==> src/rtl/serializer_pkg.sv <==
// Shared definitions for the serializer: FSM state encoding and the
// shortest word length the block will transmit.
package serializer_pkg;

    typedef enum logic [0:0] {
        IDLE = 1'b0,
        SEND = 1'b1
    } ser_state_e;

    localparam int SER_MIN_LEN = 3;

endpackage

==> src/rtl/serializer.sv <==
// Parallel-to-serial converter. Loads a WIDTH-bit word on a strobe and shifts
// the selected number of bits out MSB-first with a per-bit valid. All outputs
// are flops; busy_o is low in the final output cycle so words can be streamed
// back-to-back without a gap.
// Optional feature: define SERIALIZER_PARITY_EN to append one even-parity bit
// after the data bits of every word.
module serializer #(
    parameter int WIDTH = 16
) (
    input  logic                     clk_i,
    input  logic                     arst_i,
    input  logic [WIDTH-1:0]         data_i,
    input  logic [$clog2(WIDTH)-1:0] data_mod_i,
    input  logic                     data_val_i,
    output logic                     ser_data_o,
    output logic                     ser_data_val_o,
    output logic                     busy_o
);
    import serializer_pkg::*;

    localparam int MOD_W = $clog2(WIDTH);
    localparam int CNT_W = MOD_W + 1;

    ser_state_e       state_q, state_d;
    logic [WIDTH-1:0] shift_q, shift_d;
    logic [CNT_W-1:0] cnt_q, cnt_d;
    logic             ser_data_q, ser_data_d;
    logic             ser_val_q, ser_val_d;
    logic             busy_q, busy_d;
`ifdef SERIALIZER_PARITY_EN
    logic             parity_q, parity_d;
    logic             par_phase_q, par_phase_d;
`endif

    logic             len_ok;
    logic             load;
    logic [CNT_W-1:0] load_len;

    // Decode the requested length and decide whether a strobe is taken this cycle
    always_comb begin
        len_ok   = (data_mod_i == '0) ||
                   ({1'b0, data_mod_i} >= CNT_W'(SER_MIN_LEN));
        load     = data_val_i && !busy_q && len_ok;
        load_len = (data_mod_i == '0) ? CNT_W'(WIDTH) : {1'b0, data_mod_i};
    end

    // Next-state logic: cnt_q holds the bits still to send after the one on the output
    always_comb begin
        state_d    = state_q;
        shift_d    = shift_q;
        cnt_d      = cnt_q;
        ser_data_d = 1'b0;
        ser_val_d  = 1'b0;
        busy_d     = 1'b0;
`ifdef SERIALIZER_PARITY_EN
        parity_d    = parity_q;
        par_phase_d = par_phase_q;
`endif

        unique case (state_q)
            IDLE: begin
                if (load) begin
                    state_d    = SEND;
                    ser_data_d = data_i[WIDTH-1];
                    ser_val_d  = 1'b1;
                    shift_d    = data_i << 1;
                    cnt_d      = load_len - CNT_W'(1);
                    busy_d     = 1'b1;
`ifdef SERIALIZER_PARITY_EN
                    parity_d    = data_i[WIDTH-1];
                    par_phase_d = 1'b0;
`endif
                end
            end

            SEND: begin
                if (cnt_q != '0) begin
                    ser_data_d = shift_q[WIDTH-1];
                    ser_val_d  = 1'b1;
                    shift_d    = shift_q << 1;
                    cnt_d      = cnt_q - CNT_W'(1);
`ifdef SERIALIZER_PARITY_EN
                    parity_d   = parity_q ^ shift_q[WIDTH-1];
                    busy_d     = 1'b1;
`else
                    busy_d     = (cnt_q != CNT_W'(1));
`endif
                end
`ifdef SERIALIZER_PARITY_EN
                else if (!par_phase_q) begin
                    ser_data_d  = parity_q;
                    ser_val_d   = 1'b1;
                    par_phase_d = 1'b1;
                    busy_d      = 1'b0;
                end
`endif
                else if (load) begin
                    state_d    = SEND;
                    ser_data_d = data_i[WIDTH-1];
                    ser_val_d  = 1'b1;
                    shift_d    = data_i << 1;
                    cnt_d      = load_len - CNT_W'(1);
                    busy_d     = 1'b1;
`ifdef SERIALIZER_PARITY_EN
                    parity_d    = data_i[WIDTH-1];
                    par_phase_d = 1'b0;
`endif
                end else begin
                    state_d = IDLE;
                    shift_d = '0;
                    cnt_d   = '0;
                end
            end

            default: begin
                state_d = IDLE;
            end
        endcase
    end

    // State and output registers; reset aborts any word in flight
    always_ff @(posedge clk_i or posedge arst_i) begin
        if (arst_i) begin
            state_q    <= IDLE;
            shift_q    <= '0;
            cnt_q      <= '0;
            ser_data_q <= 1'b0;
            ser_val_q  <= 1'b0;
            busy_q     <= 1'b0;
`ifdef SERIALIZER_PARITY_EN
            parity_q    <= 1'b0;
            par_phase_q <= 1'b0;
`endif
        end else begin
            state_q    <= state_d;
            shift_q    <= shift_d;
            cnt_q      <= cnt_d;
            ser_data_q <= ser_data_d;
            ser_val_q  <= ser_val_d;
            busy_q     <= busy_d;
`ifdef SERIALIZER_PARITY_EN
            parity_q    <= parity_d;
            par_phase_q <= par_phase_d;
`endif
        end
    end

    assign ser_data_o     = ser_data_q;
    assign ser_data_val_o = ser_val_q;
    assign busy_o         = busy_q;

endmodule

==> config.mk <==
export PLATFORM = sky130hd
export DESIGN_NAME = serializer
export DESIGN_NICKNAME = d
export VERILOG_FILES = /design/src/rtl/serializer_pkg.sv /design/src/rtl/serializer.sv
export SDC_FILE = /design/constraint.sdc
export NUM_CORES = 1
export LEC_CHECK = 0
export BUFFER_PORTS_ARGS = -buffer_cell sky130_fd_sc_hd__buf_2
export CORE_MARGIN = 5
export CORE_UTILIZATION = 49
export CTS_BUF_LIST = sky130_fd_sc_hd__clkbuf_4 sky130_fd_sc_hd__clkbuf_8
export CTS_CLUSTER_SIZE = 16
export DETAILED_ROUTE_END_ITERATION = 7
export PLACE_DENSITY = 0.72
export SYNTH_ARGS = -nofsm -noshare
export SYNTH_HDL_FRONTEND = slang
export SYNTH_SLANG_ARGS = --single-unit
==> constraint.sdc <==
create_clock -name clk_i -period 4.4 [get_ports clk_i]
set_input_delay 1.32 -clock clk_i [delete_from_list [all_inputs] [get_ports clk_i]]
set_output_delay 1.32 -clock clk_i [all_outputs]
set_load 0.05 [all_outputs]
==> results_dict.tcl, run 1 <==
set metrics [dict create \
    portBuffers 25 \
    die_w_um 62.7 \
    cts.clk_slew.worst_paths_ns 0.13 \
    required_ns 4.58 \
    hpwl_mm 2.15 \
    yosysMostFrequentCell "dfrtp_1" \
    grt_max_degree 36 \
    p_leak_nw 0.668 \
    syn_inst 133 \
    path_cells "buf_2, inv_1, ha_1, or4_4, and2_4, a32oi_1, o21ai_1" \
    clock-root-buffer "clkbuf_4" \
    rows 19 \
    start_util_pct 50.3 \
    slew_violations 0 \
    skew_ns 0.00152 \
    crit_arrival_ns 3.03 \
    crit_type "input port to flop" \
    ys_seq_area_share_pct 42.2 \
    status "completed" \
    wl_mm 2.94 \
    synth_nets 161 \
    post_drt_wl_per_cell_um 15.8 \
    area.growth.synth_to_final_pct 10.1 \
    regArea_um2 576 \
    drc_errors 0 \
    syn_area_um2 1360 \
    dieArea_um2 3940 \
    power_density_nw_per_um2 618 \
    crit_slowest_cell "or4_4" \
    critPathMaxFanout 35 \
    clock_path_buffers 2 \
    via_count 1134 \
    max_freq_mhz 350 \
    gp_congestion 0.858 \
    io_pins 26 \
    setup_viol 0 \
    tightest_slew_ns 0.864 \
    cts_tree "done" \
    design.core.area_um2 2710 \
    fin_crit_sh_pct 64.9 \
    cts-hold-fix-buffers 0 \
    peakVddDrop_v 0.000407 \
    synth_top_cell_by_area "dfrtp_1" \
    grt-ovfl-total 0 \
    ant_nets 0 \
    drt-initial-drc-count 24 \
    cts_resized 0 \
    drv_cap 0 \
    synth_edf_count 0 \
    setup-tns-final_ns 0 \
    fin_nets 184 \
    synth.area.top_cells "dfrtp_1, mux2i_1, a32oi_1, o21ai_1, ha_1" \
    h-tree-depth 1 \
    synth_common_cells "dfrtp_1, a32oi_1, o21ai_1, mux2i_1, nand2_1" \
    viasPerCell 6.10 \
    min_from "shift_q[13]$_DFFE_PP0P_" \
    ys_ff_latch 23 \
    fillers 259 \
    rsz0062_at_grt "no" \
    clkLatencyLatePin_ns 0.30 \
    endpoint_kind "flop" \
    ys_types 34 \
    drive_gt1_share_pct 22.6 \
    numClockSinks 23 \
    drtPass1Iterations 5 \
    maxSlewHeadroom_pct 42.4 \
    synth_ff_type "dfrtp_1" \
    postCtsSetupBuffers 0 \
    diodes 0 \
    cts_buffers 3 \
    period_needed_ns 2.86 \
    rr_startpoint "cnt_q[0]$_DFFE_PP0P_" \
    grt_pass1_vias 1163 \
    hold_viol 0 \
    synth_warnings 0 \
    worst_path_largest_cell_delay_ns 0.58 \
    grt_pass1_wl_mm 5.22 \
    path_delay_family "simple AND/OR/NAND/NOR gates" \
    ys_async_sr_fraction_pct 100 \
    worst-r2r-setup-slack_ns 2.27 \
    postSynthAreaPerCell_um2 10.2 \
    hold_class "flop to flop" \
    die_h_um 62.7 \
    critical_path.startpoint_type "input port" \
    crit_path_start "data_mod_i[0]" \
    antenna_found_initial 0 \
    multi_input_area_um2 696 \
    grt_usage_pct 15.6 \
    path_buf_inv 2 \
    hold_ws_ns 0.492 \
    yosysTopAreaCellShare_pct 42.2 \
]
## state kept, by name, indices dropped and copies added (netlist names)
| register | cells |
|---|---|
| busy_o | 1 |
| shift_q | 15 |
| ser_data_o | 1 |
| cnt_q | 5 |
| ser_data_val_o | 1 |
## kinds of logic (layout without fill, tap and decap cells)
kind of cell,count (synthesis),count (layout),synth area share (%)
adders and majority gates,5,5,4.59
muxes,14,14,10.3
buffers and inverters,15,37,6.70
xor gates and xnor gates,2,2,1.29
AOI/OAI and AO/OA,48,48,24.1
DFF,23,23,42.2
and+or+nand+nor,26,26,10.8
## per-layer routing
layer,global-route usage [%],up-vias,wire [um]
met1,21.0,557,1390
met2,26.7,27,1450
met3,1.98,2,79
li1,-,548,-
met4,3.18,0,17
met5,0,-,0
## final timing paths
kind,end,cells past startpoint
min,shift_q[14]$_DFFE_PP0P_,2
min in group asynchronous,shift_q[7]$_DFFE_PP0P_,2
min reg2reg,shift_q[14]$_DFFE_PP0P_,2
max in group asynchronous,cnt_q[0]$_DFFE_PP0P_,2
max,shift_q[5]$_DFFE_PP0P_,7
max reg2reg,shift_q[5]$_DFFE_PP0P_,8
## area by class of cell
| type | instances | share of cell area [%] |
|---|---|---|
| clock inverters | 1 | 0.334 |
| well taps | 31 | 2.59 |
| multi-input cells | 95 | 46.4 |
| inverters | 6 | 1.50 |
| clock buffers | 3 | 1.50 |
| repair buffers | 27 | 9.34 |
| flip-flops and latches | 23 | 38.4 |
## tightest hold or removal path, stage by stage, from the launching register on
cell     delay, ns
dfrtp_1       0.36
nand2_1       0.05
nand2_1       0.05
## through the flow
| step | instances | setup slack (ns) | total power [mW] | cell area (um2) | util [%] |
|---|---|---|---|---|---|
| 6_report | 186 | 1.54 | 0.927 | 1500 | 55.4 |
| 3_3_place_gp | 182 | 1.32 | 0.814 | 1470 | 54.3 |
| 4_1_cts | 186 | 1.55 | 0.928 | 1500 | 55.4 |
| 2_1_floorplan | 133 | 1.44 | 0.733 | 1360 | - |
| 3_5_place_dp | 182 | 1.23 | 0.832 | 1470 | 54.3 |
| 5_1_grt | 186 | 1.46 | 1.00 | 1500 | 55.4 |
## placed cells by master, fill, tap and decap left out, drive strengths merged
cell type  Yosys  layout
buf            5      27
a21o           1       1
mux2i         14      14
clkinv         0       1
o221ai         1       1
ha             5       5
and2           1       1
a22o           1       1
a21boi         1       1
o22ai          1       1
nand2b         2       2
nor4b          1       1
nor3           1       1
o311ai         1       1
nand2          8       8
xor2           1       1
o21ba          1       1
or4            1       1
clkbuf         4       3
dfrtp         23      23
nor2           2       2
nand3          5       5
o31ai          2       2
o21ai         19      19
nand3b         1       1
nor2b          3       3
a32oi         15      15
a21oi          4       4
inv            6       6
xnor2          1       1
o31a           1       1
nor4           1       1
## where the power goes
part / internal (mW) / total, mW / leakage, nW / switching [mW]
clock: 0.0339 / 0.0982 / 0.0177 / 0.0643
combinational: 0.179 / 0.455 / 0.354 / 0.275
sequential: 0.291 / 0.374 / 0.297 / 0.0836
total: 0.504 / 0.927 / 0.668 / 0.423
No activity file was read; power rests on OpenSTA's default activity.
==> run 2: changes to the inputs <==
--- a/config.mk
+++ b/config.mk
@@ -11,7 +11,7 @@
 export CTS_BUF_LIST = sky130_fd_sc_hd__clkbuf_4 sky130_fd_sc_hd__clkbuf_8
 export CTS_CLUSTER_SIZE = 16
 export DETAILED_ROUTE_END_ITERATION = 7
-export PLACE_DENSITY = 0.72
+export PLACE_DENSITY = 0.75
 export SYNTH_ARGS = -nofsm -noshare
 export SYNTH_HDL_FRONTEND = slang
 export SYNTH_SLANG_ARGS = --single-unit
==> constraint.sdc (replaced) <==
create_clock -name clk_i -period 2.5 [get_ports clk_i]
set_input_delay 0.75 -clock clk_i [delete_from_list [all_inputs] [get_ports clk_i]]
set_output_delay 0.75 -clock clk_i [all_outputs]
set_load 0.05 [all_outputs]
==> results_dict.tcl, run 2 (synthesized netlist as in run 1, its figures left out) <==
set metrics [dict create \
    path_cells "buf_2, inv_1, ha_1, or4_4, and2_4, a32oi_1, o21ai_1" \
    clkLatencyLatePin_ns 0.32 \
    hold_viol 0 \
    fin_util_pct 56.3 \
    fin_crit_sh_pct 87.5 \
    max_freq_mhz 457 \
    die_w_um 62.7 \
    wl_mm 2.99 \
    numClockSinks 23 \
    top_regs "shift_q (15), cnt_q (5)" \
    h-tree-depth 1 \
    place_inst 185 \
    crit_slowest_cell "or4_4" \
    io_pins 26 \
    layout_commonest_cell "buf_2" \
    crit_arrival_ns 2.41 \
    drive_gt1_share_pct 24.1 \
    hpwl_mm 2.22 \
    final_cell_mix "buf_2, dfrtp_1, o21ai_1, a32oi_1, mux2i_1" \
    start_util_pct 50.3 \
    required_ns 2.72 \
    tightest_slew_ns 0.764 \
    stdcell_count 189 \
    ant_nets 0 \
    cts_resized 0 \
    peakVddDrop_v 0.000822 \
    p_leak_nw 0.679 \
    postCtsSetupBuffers 0 \
    drtPass1Iterations 5 \
    cts_tree "done" \
    fin_nets 187 \
    cts-hold-fix-buffers 0 \
    area.growth.synth_to_final_pct 11.9 \
    dieArea_um2 3940 \
    power_density_nw_per_um2 1090 \
    critPathMaxFanout 35 \
    slew_violations 0 \
    crit_type "input port to flop" \
    cts.clk_slew.worst_paths_ns 0.13 \
    drt-initial-drc-count 39 \
    setup_viol 0 \
    largest_reg_flops 15 \
    grt_pass1_vias 1176 \
    grt_max_degree 36 \
    worst_path_largest_cell_delay_ns 0.58 \
    hold_ws_ns 0.434 \
    endpoint_kind "flop" \
    diodes 0 \
    hold_class "input port to asynchronous set/reset pin" \
    rsz0062_at_grt "no" \
    drv_cap 0 \
    grt_pass1_wl_mm 5.25 \
    design.core.area_um2 2710 \
    portBuffers 25 \
    largest_register "shift_q" \
    viasPerCell 6.21 \
    drc_errors 0 \
    period_needed_ns 2.19 \
    clock-root-buffer "clkbuf_4" \
    rows 19 \
    grt-ovfl-total 0 \
    grt_usage_pct 16.2 \
    maxSlewHeadroom_pct 49.0 \
    die_h_um 62.7 \
    clock_path_buffers 2 \
    via_count 1174 \
    cts_buffers 3 \
    gp_congestion 0.849 \
    post_drt_wl_per_cell_um 15.8 \
    critical_path.startpoint_type "input port" \
    antenna_found_initial 0 \
    status "completed" \
    skew_ns 0.00250 \
]
[run 2: changes by cell type in the layout (fill, tap and decap cells not counted)]
cell / delta
clkinv_2: -1
buf_4: +3
clkinvlp_4: +1
[run 2: final cells by class]
type                       instances  area (um2)
inverter                           6        22.5
multi-input combinational         95         696
clock inverter                     1        7.51
tap                               31        38.8
timing repair buffer              30         163
sequential                        23         576
clock buffer                       3        22.5
fill                             245        1180
[run 2: per-stage QoR]
step                      instance area [um2]  worst slack (ns)  TNS (ns)  total power, mW
after detailed placement                 1500           -0.0338    -0.206             1.48
after global placement                   1500            0.0595         0             1.44
after floorplan                          1360             0.113         0             1.29
final                                    1530             0.313         0             1.66
after CTS                                1530             0.325         0             1.67
after global routing                     1530             0.209         0             1.79
[run 2: layer usage]
metal	wire length [um]	track usage (%)	up-vias
met2	1540	28.6	42
met3	179	3.24	5
met4	38	5.57	0
met1	1230	19.3	573
met5	0	0	-
li1	-	-	554
[run 2: worst max-delay path, delay by kind of cell]
family	cells	cell delay (ns)
and+or+nand+nor	2	0.89
buffers and inverters	2	0.20
AOI/OAI and AO/OA	2	0.33
adders and majority gates	1	0.22
[run 2: final timing paths]
kind                                      endpoint                    start  slack [ns]  cells past startpoint
setup / recovery           shift_q[15]$_DFFE_PP0P_            data_mod_i[0]        0.31                      7
hold / removal              shift_q[8]$_DFFE_PP0P_                   arst_i        0.43                      3
setup reg to reg           shift_q[15]$_DFFE_PP0P_     cnt_q[0]$_DFFE_PP0P_        0.36                      7
hold reg to reg            shift_q[14]$_DFFE_PP0P_  shift_q[13]$_DFFE_PP0P_        0.50                      2
max in group asynchronous     ser_data_o$_DFF_PP0_                   arst_i        1.84                      3
min in group clk_i         shift_q[14]$_DFFE_PP0P_  shift_q[13]$_DFFE_PP0P_        0.50                      2
[run 2: power by group]
group	internal [mW]	total (mW)	switching, mW
combinational	0.329	0.862	0.533
sequential	0.512	0.613	0.101
clock	0.0612	0.183	0.122
